## src/rtl/rr_arbiter8.sv

```systemverilog
// rr_arbiter8: round-robin arbiter over 8 requesters with a bounded grant tenure.
// Each grant is followed by exactly one dead cycle before the next grant.
//
// state   | meaning
// --------+-------------------------------------------------------------
// IDLE    | no grant and no pending changeover; arbitrate on any request
// GRANT   | gnt/gnt_idx valid; hold while req[gnt_idx] and tenure remain
// RELEASE | one dead cycle (gnt=0); arbitrate with the advanced pointer
//
// Ports:
//   clk       system clock, rising edge
//   rst       asynchronous active-high reset
//   req[7:0]  request vector, bit i = requester i
//   gnt[7:0]  registered one-hot grant, zero when none
//   gnt_idx   binary index of the granted requester (valid with gnt_valid)
//   gnt_valid high while a grant is active (|gnt)
//   expire    one-cycle pulse when a grant is forced off at the tenure limit
module rr_arbiter8 #(
  parameter int HOLD_MAX = 16
) (
  input  logic       clk,
  input  logic       rst,
  input  logic [7:0] req,
  output logic [7:0] gnt,
  output logic [2:0] gnt_idx,
  output logic       gnt_valid,
  output logic       expire
);

  localparam int CW = (HOLD_MAX < 1) ? 1 : $clog2(HOLD_MAX + 1);
  localparam logic [CW-1:0] HOLD_LAST = (HOLD_MAX == 0) ? '0 : CW'(HOLD_MAX - 1);

  typedef enum logic [1:0] {
    IDLE    = 2'd0,
    GRANT   = 2'd1,
    RELEASE = 2'd2
  } state_t;

  state_t          state, nxt_state;
  logic [2:0]      ptr, nxt_ptr;
  logic [2:0]      idx_q, nxt_idx;
  logic [7:0]      gnt_q, nxt_gnt;
  logic            exp_q, nxt_exp;
  logic [CW-1:0]   hold_cnt, nxt_hold;
  logic [2:0]      win;

  // First set request scanning from ptr upward; iterating from the far end
  // downward lets the closest candidate overwrite the others.
  always_comb begin
    win = ptr;
    for (int i = 7; i >= 0; i--) begin
      if (req[ptr + 3'(i)]) win = ptr + 3'(i);
    end
  end

  always_ff @(posedge clk or posedge rst) begin
    if (rst) begin
      state    <= IDLE;
      ptr      <= 3'd0;
      idx_q    <= 3'd0;
      gnt_q    <= 8'h00;
      exp_q    <= 1'b0;
      hold_cnt <= '0;
    end else begin
      state    <= nxt_state;
      ptr      <= nxt_ptr;
      idx_q    <= nxt_idx;
      gnt_q    <= nxt_gnt;
      exp_q    <= nxt_exp;
      hold_cnt <= nxt_hold;
    end
  end

  always_comb begin
    nxt_state = state;
    nxt_ptr   = ptr;
    nxt_idx   = idx_q;
    nxt_gnt   = gnt_q;
    nxt_exp   = 1'b0;
    nxt_hold  = hold_cnt;
    case (state)
      IDLE, RELEASE: begin
        if (|req) begin
          nxt_state = GRANT;
          nxt_gnt   = 8'h01 << win;
          nxt_idx   = win;
          nxt_hold  = '0;
        end else begin
          nxt_state = IDLE;
          nxt_gnt   = 8'h00;
        end
      end
      GRANT: begin
        if (!req[idx_q] || (HOLD_MAX != 0 && hold_cnt == HOLD_LAST)) begin
          // Expire only when the requester still wanted the resource.
          nxt_exp   = req[idx_q];
          nxt_gnt   = 8'h00;
          nxt_ptr   = idx_q + 3'd1;
          nxt_state = RELEASE;
        end else if (hold_cnt != '1) begin
          // Saturate so unlimited tenure never wraps the counter.
          nxt_hold = hold_cnt + 1'b1;
        end
      end
      default: begin
        nxt_state = IDLE;
        nxt_gnt   = 8'h00;
      end
    endcase
  end

  always_comb begin
    gnt       = gnt_q;
    gnt_idx   = idx_q;
    gnt_valid = |gnt_q;
    expire    = exp_q;
  end

endmodule

```

## config.mk

```make
export PLATFORM = sky130hd
export DESIGN_NAME = rr_arbiter8
export DESIGN_NICKNAME = d
export VERILOG_FILES = /design/src/rtl/rr_arbiter8.sv
export SDC_FILE = /design/constraint.sdc
export NUM_CORES = 1
export LEC_CHECK = 0
export ABC_CLOCK_PERIOD_IN_PS = 3800
export CORE_ASPECT_RATIO = 0.5
export CORE_MARGIN = 5
export CORE_UTILIZATION = 58
export CTS_BUF_LIST = sky130_fd_sc_hd__clkbuf_8
export CTS_CLUSTER_DIAMETER = 30
export DETAILED_ROUTE_END_ITERATION = 16
export MAX_ROUTING_LAYER = met4
export PLACE_DENSITY = 0.87
export SKIP_LAST_GASP = 1
export SYNTH_ARGS = -nofsm -noshare
export SYNTH_HDL_FRONTEND = slang
export SYNTH_SLANG_ARGS = --single-unit
```

## constraint.sdc

```tcl
create_clock -name clk -period 3.8 [get_ports clk]
set_input_delay 0.95 -clock clk [delete_from_list [all_inputs] [get_ports clk]]
set_output_delay 0.95 -clock clk [all_outputs]
set_load 0.03 [all_outputs]
```

## Word level (Yosys, flattened, before mapping)

Index checks and enable logic that the tools add are counted.

| word-level totals | value |
|---|---|
| bits in registers | 22 |
| input port bits | 10 |
| output and inout bits | 13 |
| word-level logic and storage cells | 81 |

| operators by class | value |
|---|---|
| $add $sub $neg | 9 |
| magnitude comparators | 9 |
| equal/unequal tests | 8 |
| shift-type cells | 1 |
| muxes and demuxes | 38 |
| reductions and logical operators | 10 |

Operator list:

| operator | count |
|---|---|
| 3-bit by 4-bit < comparator with 1-bit output, second input constant | 9 |
| 1-bit binary-select mux with 3-bit select | 9 |
| 3-bit two-way mux | 8 |
| 8-bit two-way mux | 2 |
| 8-bit one-hot mux with 2 select lines | 1 |
| 8-bit OR reduction | 2 |
| 5-bit two-way mux | 3 |
| 3-bit adder, second input constant | 4 |
| 1-bit two-way mux | 12 |
| 5-bit one-hot mux with 2 select lines | 1 |
| 2-bit inequality test, second input constant | 4 |
| 1-bit by 3-bit << shifter with 8-bit output, first input constant | 1 |
| 3-bit by 1-bit adder with 3-bit output, second input constant | 2 |
| 3-bit by 2-bit adder with 3-bit output, second input constant | 2 |
| 5-bit by 1-bit adder with 5-bit output, second input constant | 1 |
| 5-bit by 4-bit == test with 1-bit output, second input constant | 1 |
| 5-bit inequality test, second input constant | 1 |
| 2-bit one-hot mux with 2 select lines | 1 |
| 2-bit AND reduction | 2 |
| 4-bit AND reduction | 1 |
| 2-bit by 1-bit == test with 1-bit output, second input constant | 1 |
| 2-bit == test, second input constant | 1 |
| 2-bit zero test | 1 |
| 2-bit two-way mux | 1 |
| other kinds (4) | 4 |

## Longest topological paths before layout

Gate-level depths: netlist of the first run.

| logic depth | value |
|---|---|
| word-level depth | 14 |
| depth in mapped cells | 12 |
| mapped depth without buffers | 9 |

## Worst setup path after synthesis of the first run

No wires, ideal clock.

| timing path | value |
|---|---|
| path type | reg2reg |
| from | register ptr[1] |
| to | register gnt_q[2] (netlist: gnt[2]) |
| library setup time | 0.122 ns |
| data arrival time | 3.007 ns |
| required time | 3.678 ns |
| slack | 0.672 ns |
| cell stages (with the launch flop) | 12 |
| buffers on the path | 3 |
| period minus slack after synthesis | 3.128 ns |
| cells stage by stage | dfrtp_1 > buf_2 > buf_2 > clkinv_1 > ha_1 > buf_2 > mux4_2 > mux2i_1 > mux2_2 > o21ai_0 > o21ai_1 > a32o_1 |

| between the ends | value |
|---|---|
| word-level cells in the longest chain between the ends | 14 |
| elaborated cells between the ends (all ways) | 34 |
| classes of those cells | add/sub: 7; shift: 1; mux: 26 |

Ends and longest elaborated chain:

| what | line | source |
|---|---|---|
| start, declared | 40 | `logic [2:0] ptr, nxt_ptr;` |
| start signal, assigned | 66 | `ptr <= nxt_ptr;` |
| 3-bit adder | 52 | `if (req[ptr + 3'(i)]) win = ptr + 3'(i);` |
| 1-bit binary-select mux with 3-bit select | 52 |  |
| 1-bit two-way mux (implied by the code) | 52 |  |
| 3-bit two-way mux (7 in series) | 52 |  |
| 3-bit two-way mux * | 52 |  |
| 1-bit by 3-bit << shifter with 8-bit output * | 85 | `nxt_gnt = 8'h01 << win;` |
| 8-bit two-way mux * | 83 | `if (\|req) begin` |
| 8-bit one-hot mux with 2 select lines * | 81 | `case (state)` |
| end signal, assigned | 68 | `gnt_q <= nxt_gnt;` |
| end, declared | 42 | `logic [7:0] gnt_q, nxt_gnt;` |

Mark *: on every way between the ends. The rest lies on a longest branch, timed or not. The select of a mux whose other input is x is not followed.
A chain may end at the register's enable or synchronous reset.

## Worst setup path in the final report of the first run

| timing path | value |
|---|---|
| from | input req[1] |
| to | register gnt_q[7] (netlist: gnt[7]) |

| between the ends | value |
|---|---|
| word-level cells in the longest chain between the ends | 13 |
| elaborated cells between the ends (all ways) | 33 |
| classes of those cells | eq/ne: 1; shift: 1; mux: 28; reduce/logical: 3 |

Ends and longest elaborated chain:

| what | line | source |
|---|---|---|
| start, declared | 23 | `input logic [7:0] req,` |
| 1-bit binary-select mux with 3-bit select | 52 |  |
| 1-bit two-way mux (implied by the code) | 52 |  |
| 3-bit two-way mux (8 in series) | 52 |  |
| 1-bit by 3-bit << shifter with 8-bit output | 85 |  |
| 8-bit two-way mux | 83 |  |
| 8-bit one-hot mux with 2 select lines | 81 |  |

Parallel ways exist; a longest one is shown, timed or not. The select of a mux whose other input is x is not followed.

==> impl_summary.md, run 1 <==
Run status
The run finished with clean final reports.

Routing
For this block, the routed nets add up to 4570 um of wire. The detailed router finished its first iteration with 148 violations. The detailed-router iteration count before antenna repair is 5. The average routed wire per standard cell is 18.3 um. The post-detailed-route DRC marker count is 0. In this run the remaining antenna-violating nets after routing total 0. In the final routing, the length of wire on met1 measures 1950 um. Across all layers, the routed design uses 1639 vias. Using the TritonRoute via totals, the vias-per-cell ratio works out to 6.58. The total met2 wirelength after detailed routing is 2270 um.

Detailed routing placed a total of 279 um of wire on met3. The highest metal layer carrying signal wires in the routed design is met4.

Die
The initial utilization of the core area, before any placement, comes to 0.612. The number of primary I/O pins is 23. The core region is 0.00303 mm^2. The area enclosed by the die boundary is 0.00450 mm^2.

Measured along the x axis, the die boundary spans 90.0 um. In this run the vertical extent of the chip is 50.0 um. Row generation in the floorplan step produced 14 rows.

Worst setup path
STA classifies the critical path endpoint as a register. The largest fanout of any net on the critical path is 8. Across all register-to-register paths, the minimum setup slack is 830 ps. The endpoint required time on the critical path is 3940 ps. The arrival time of the worst setup path is 3540 ps. The type of the worst setup path is in2reg. The worst setup path is launched from an input pin.

Logic synthesis
The number of nets handed over by synthesis was 202. Synthesis produced 186 cells. The post-synthesis register bit count is 22.

The summed instance area of the synthesized netlist is 0.00185 mm^2. The synthesized netlist contains 48 unique library cells. The number of warnings issued by yosys is 0. For this run, the register share of the synthesized area comes to 0.297. A synthesized cell averages 9.97 um^2.

Global routing
The largest net degree at the start of global routing is 26. The via count of the first global-routing pass is 1553. The global-route wire length before repair is 7780 um.

The aggregate global routing overflow is 0. The number of antenna violations at the first check in global routing is 0. The global-route usage over all layers is 0.221.

Flow run
Across the run, the number of max-cap violations was 0.

Placement
The count of buffers added on input and output ports is 22. The HPWL after detailed placement is 3360 um. The weighted congestion reported at the end of routability-driven placement is 0.871.

STA
The minimum period implied by the final worst setup slack is 3390 ps. For the pin with the worst max-slew slack, the measured transition is 865 ps. The total count of max-transition violations in the final report was 0. The number of hold violations in the final report is 0.

Static timing analysis puts the maximum clock frequency at 295 MHz. The post-route fraction of the period consumed by the critical path is 0.893. The count of final setup violators is 0.

Setup repair after global routing left no endpoint under its margin. Adding up every negative setup slack in the final design gives 0 ps. The relative max-transition margin is 0.423. The setup skew after layout is 3.50 ps.

Clock tree
The post-CTS resize count is 0. After clock tree synthesis, the clock-pin slew on the worst setup and hold paths is 70 ps. The number of setup buffers added after CTS is 0. The cell sitting at the root of the clock tree is a clkbuf_8. The clock tree from TritonCTS is done. The sink count of the clock tree is 22. For this design, the CTS-stage hold fixing added 0 buffers. The total CTS buffers is 3. The clock passes through at most 2 buffers. The latest clock arrival within the worst-skew pair is 260 ps.

CTS built an H-tree with a depth of 1.

Hold path
The worst hold-check path type is reg2reg.

Finish
From synthesis to final layout, the design area changed by 16.3%. The final layout contains 227 nets. The layout filler cell count is 229. The number of inserted diodes is 0. The ratio of cells with drive above 1 in the final layout is 0.163.
## Yosys cell counts, drive strengths merged
cell	instances	area [um^2]
ha	6	75.1
nor3	1	5.00
or3	1	6.26
or4b	1	10.0
inv	8	30.0
nor3b	1	7.51
o21ai	10	50.0
mux4	10	233
xor2	5	43.8
a311oi	1	15.0
dfrtp	22	551
buf	6	51.3
mux2i	8	80.1
a211oi	1	7.51
clkinv	1	3.75
nor2b	2	12.5
o2111a	1	11.3
clkbuf	3	11.3
nand2	20	75.1
o2111ai	1	8.76
mux2	8	90.1
a31o	1	8.76
nand3	4	20.0
and2	1	6.26
a32o	6	60.1
xnor2	3	41.3
nand4bb	1	11.3
nand2b	4	25.0
o31ai	6	50.1
nand3b	1	7.51
a21oi	12	71.3
and3	1	6.26
or3b	1	8.76
or2	1	6.26
a22oi	2	15.0
nand4	3	18.8
nor2	11	41.3
a221oi	2	17.5
o21a	4	30.0
a31oi	1	6.26
nor4	4	25.0
## per-stage QoR
stage               area (um^2)  utilization  setup slack (ps)  hold WS, ps  std cells
finish                     2160        0.711               406          530        249
global route               2160        0.711               290          561        249
CTS                        2160        0.711               437          530        249
detailed placement         2110        0.698               217          513        246
global placement           2110        0.698               304          499        246
floorplan                  1850            -               672          497        186
## cells in the final DEF (no fill, tap or decap), drive strengths merged, types with 8 or more instances in the layout
cell type,netlist,final
dfrtp,22,22
clkdlybuf4s50,0,22
nand2,20,20
a21oi,12,12
nor2,11,11
o21ai,10,10
mux4,10,10
inv,8,8
mux2i,8,8
mux2,8,8
## flip-flops by register name, summed over array words and instances (netlist names)
signal	flops
expire	1
gnt	8
gnt_idx	3
hold_cnt	5
ptr	3
state	2
## final timing paths
kind | from | to | depth (start not counted)
max | req[1] | gnt[7]$_DFFE_PP0P_ | 8
min | gnt[6]$_DFFE_PP0P_ | gnt[6]$_DFFE_PP0P_ | 2
min reg2reg | gnt[6]$_DFFE_PP0P_ | gnt[6]$_DFFE_PP0P_ | 2
max in group asynchronous | rst | ptr[1]$_DFFE_PP0P_ | 2
min in group asynchronous | rst | gnt[2]$_DFFE_PP0P_ | 2
max reg2reg | ptr[0]$_DFFE_PP0P_ | gnt[7]$_DFFE_PP0P_ | 9
## per-layer routing
metal | vias to the layer above | global-route usage
li1 | 752 | -
met3 | 11 | 0.0243
met4 | 0 | 0.0520
met1 | 781 | 0.284
met5 | - | -
met2 | 95 | 0.379
## area by class of cell
cell class	instances	area, um^2	area share
inverter	9	33.8	0.0157
clock buffer	3	41.3	0.0192
timing repair buffer	29	273	0.127
tap	40	50.0	0.0232
sequential	22	551	0.255
multi-input combinational	146	1210	0.560
## worst max-delay path, cell delays in order
cell             delay [ps]
clkdlybuf4s50_1         510
mux4_1                  660
a221oi_1                340
a31o_2                  170
nand4_1                 100
a31oi_1                 310
nand2_1                 190
o31ai_1                 310
## logic make-up (layout without fill, tap and decap cells)
group                    after synthesis  count (layout)  share of synthesized area
AO/OA/AOI/OAI                         48              48                      0.190
XOR/XNOR                               8               8                     0.0459
adder cells (fa/ha/maj)                6               6                     0.0405
buffers and inverters                 18              41                     0.0520
flip-flops                            22              22                      0.297
multiplexers                          26              26                      0.217
AND/OR/NAND/NOR                       58              58                      0.158
Power of run 1 is not shown: default switching activity piles up to over one toggle a cycle in this logic, so the estimate is an artifact.
==> inputs of run 2 (changes only) <==
- PLACE_DENSITY: 0.87 -> 0.93
==> run 2 against run 1 <==
Compared with the run above:
- critical path type unchanged
- critical path depth decreased by 1
- first-iteration DRC count increased by 0.68%
- largest cell class unchanged
- utilization increased by 0.99 points
- global-route usage increased by 1.7 points
- worst setup slack got worse by 4.1 ps
- final cell count increased by 0.40%
- register-to-register slack about the same
- final area increased by 1.4%
==> impl_summary.md, run 2 (synthesized netlist as in run 1, its figures left out) <==
Worst setup path
The kind of cell with the highest combined delay along the critical path is multiplexers. The kind of end point of the critical path is a register. The largest fanout of any net on the critical path is 7. STA puts the critical path data arrival time at 3550 ps. Walking the worst path, the cells encountered are clkdlybuf4s50_1, mux4_2, mux2i_1, mux2_2, o21ai_0, o21ai_1, a32o_1.

The end of the worst register-to-register path is gnt[2]$_DFFE_PP0P_. The path depth of the worst reg2reg path is 9. The critical path's largest stage delay is 610 ps.

The worst register-to-register path begins at ptr[0]$_DFFE_PP0P_. The endpoint required time on the critical path is 3950 ps. The master of the slowest instance on the critical path is mux4_2.

The setup slack on the worst flop-to-flop path is 830 ps. The count of buffer and inverter cells on the critical path is 1. The type of the worst setup path is in2reg.

STA classifies the critical path startpoint as an input pin.

Routing
The violation count after the first detailed-routing iteration is 149. Across all layers, the routed design uses 1678 vias. Once detail routing completed, the nets flagged for antenna violations numbered 0. The detailed-router iteration count before antenna repair is 5.

In the routed design, unresolved DRC markers number 0. Summed over all layers, the routed wires come to 4840 um. In the final routed layout, each cell accounts on average for 19.4 um. Dividing the detail-routed via count by the number of cells gives 6.71.

Die
Row generation in the floorplan step produced 14 rows. The y dimension of the die is 50.0 um. The total area inside the core boundary comes to 0.00303 mm^2.

The floorplan step defined a die boundary enclosing 0.00450 mm^2. The die is 90.0 um wide. The initial utilization of the core area, before any placement, comes to 0.612. The number of primary I/O pins is 23.

STA
The number of hold violations in the final report is 0. Based on the critical path, the design can be clocked at up to 294 MHz. At the pin with the least slew margin, the transition time is 827 ps. Setup repair after global routing left no endpoint under its margin. The relative max-transition margin is 0.449. The minimum period implied by the final worst setup slack is 3400 ps. The total negative slack is 0 ps. The setup skew after layout is 4.42 ps.

The total count of max-transition violations in the final report is 0. The post-route fraction of the period consumed by the critical path is 0.894. The count of final setup violators is 0.

Clock tree
The cell chosen for the clock root is clkbuf_8. The clock passes through at most 2 buffers. The number of hold buffers added after CTS is 0. The number of setup buffers added after CTS is 0.

The post-CTS resize count is 0. Buffers inserted during clock tree synthesis total 3. TritonCTS built the clock tree.

The total number of H-tree levels is 1. At the later pin of the worst-skew pair, clock insertion delay measures 260 ps. The post-CTS clock slew at the launch and capture registers of the worst setup and hold paths is 80 ps.

The sink count of the clock tree is 22.

Finish
The number of flip-flops in the largest register is 8. The number of antenna diodes in the final layout is 0. After the flow finishes, the layout carries non-filler instances totaling 250.

In the layout the commonest cells are dfrtp_1, clkdlybuf4s50_1, nand2_1. The final layout contains 227 nets. Of the cells placed in the final design, the portion with a size suffix greater than 1 is 0.167. The layout-stage area growth over the synthesis result is 17.9%.

Global routing
After global routing the overflow that remains totals 0. The number of antenna violations at the first check in global routing came to 0. The first global-routing pass estimated 8550 um of wire. The largest net degree at the start of global routing is 26. The global-route usage over all layers is 0.237. The via count of the first global-routing pass came to 1713.

Placement
Detailed placement finished with a half-perimeter wire length of 3540 um. The number of placed instances with taps included is 246. At the end of routability-driven placement, the weighted congestion stood at 1.01. The port buffer count is 22.

Hold path
The count of cells along the worst hold path is 2. The end point of the most critical hold path is gnt[6]$_DFFE_PP0P_. The worst hold-check path type is reg2reg.

In this run the most critical hold path is launched from gnt[6]$_DFFE_PP0P_.

Flow run
Max-cap violations in this run came to 0.

Run status
The run finished with clean final reports.
[run 2: cell count changes in the layout (fill, tap and decap cells not counted), sizes merged]
cell and change:
bufinv +1
[run 2: final cells by class]
class | instances | area, um^2
clock inverters | 1 | 30.0
well taps | 40 | 50.0
repair buffers | 29 | 273
clock buffers | 3 | 41.3
inverters | 9 | 33.8
flip-flops and latches | 22 | 551
multi-input cells | 146 | 1210
fillers | 194 | 845
[run 2: worst register-to-register path, stage by stage, from the launching register on]
cell     delay, ps
dfrtp_1        400
inv_1          160
ha_1           290
buf_4          190
mux4_2         380
mux2i_1        310
mux2_2         380
o21ai_0        240
o21ai_1        230
a32o_1         310
[run 2: how the worst max path moves through the flow]
stage,start,to,slack [ps],depth (start not counted)
final,req[6],gnt[2]$_DFFE_PP0P_,400,7
after global routing,req[2],gnt[3]$_DFFE_PP0P_,300,8
after floorplan,ptr[1]$_DFFE_PP0P_,gnt[2]$_DFFE_PP0P_,670,11
after CTS,req[7],gnt[3]$_DFFE_PP0P_,470,7
after global placement,req[1],gnt[7]$_DFFE_PP0P_,350,8
after detailed placement,req[7],gnt[3]$_DFFE_PP0P_,200,7
[run 2: layer usage]
layer  share of wire  global-route usage  up-vias
li1                -                   -      759
met1            0.39               0.279      806
met2            0.50               0.403       85
met3           0.067              0.0365       28
met4           0.041               0.116        0
met5               0                   -        -
[run 2: metrics by stage]
stage               hold slack [ps]  setup WS (ps)  instance area (um^2)   util
finish                          533            402                  2190  0.721
global route                    550            301                  2190  0.721
CTS                             531            466                  2190  0.721
detailed placement              508            200                  2110  0.698
global placement                499            352                  2110  0.698
floorplan                       497            672                  1850      -
Power of run 2 is left out for the same reason.
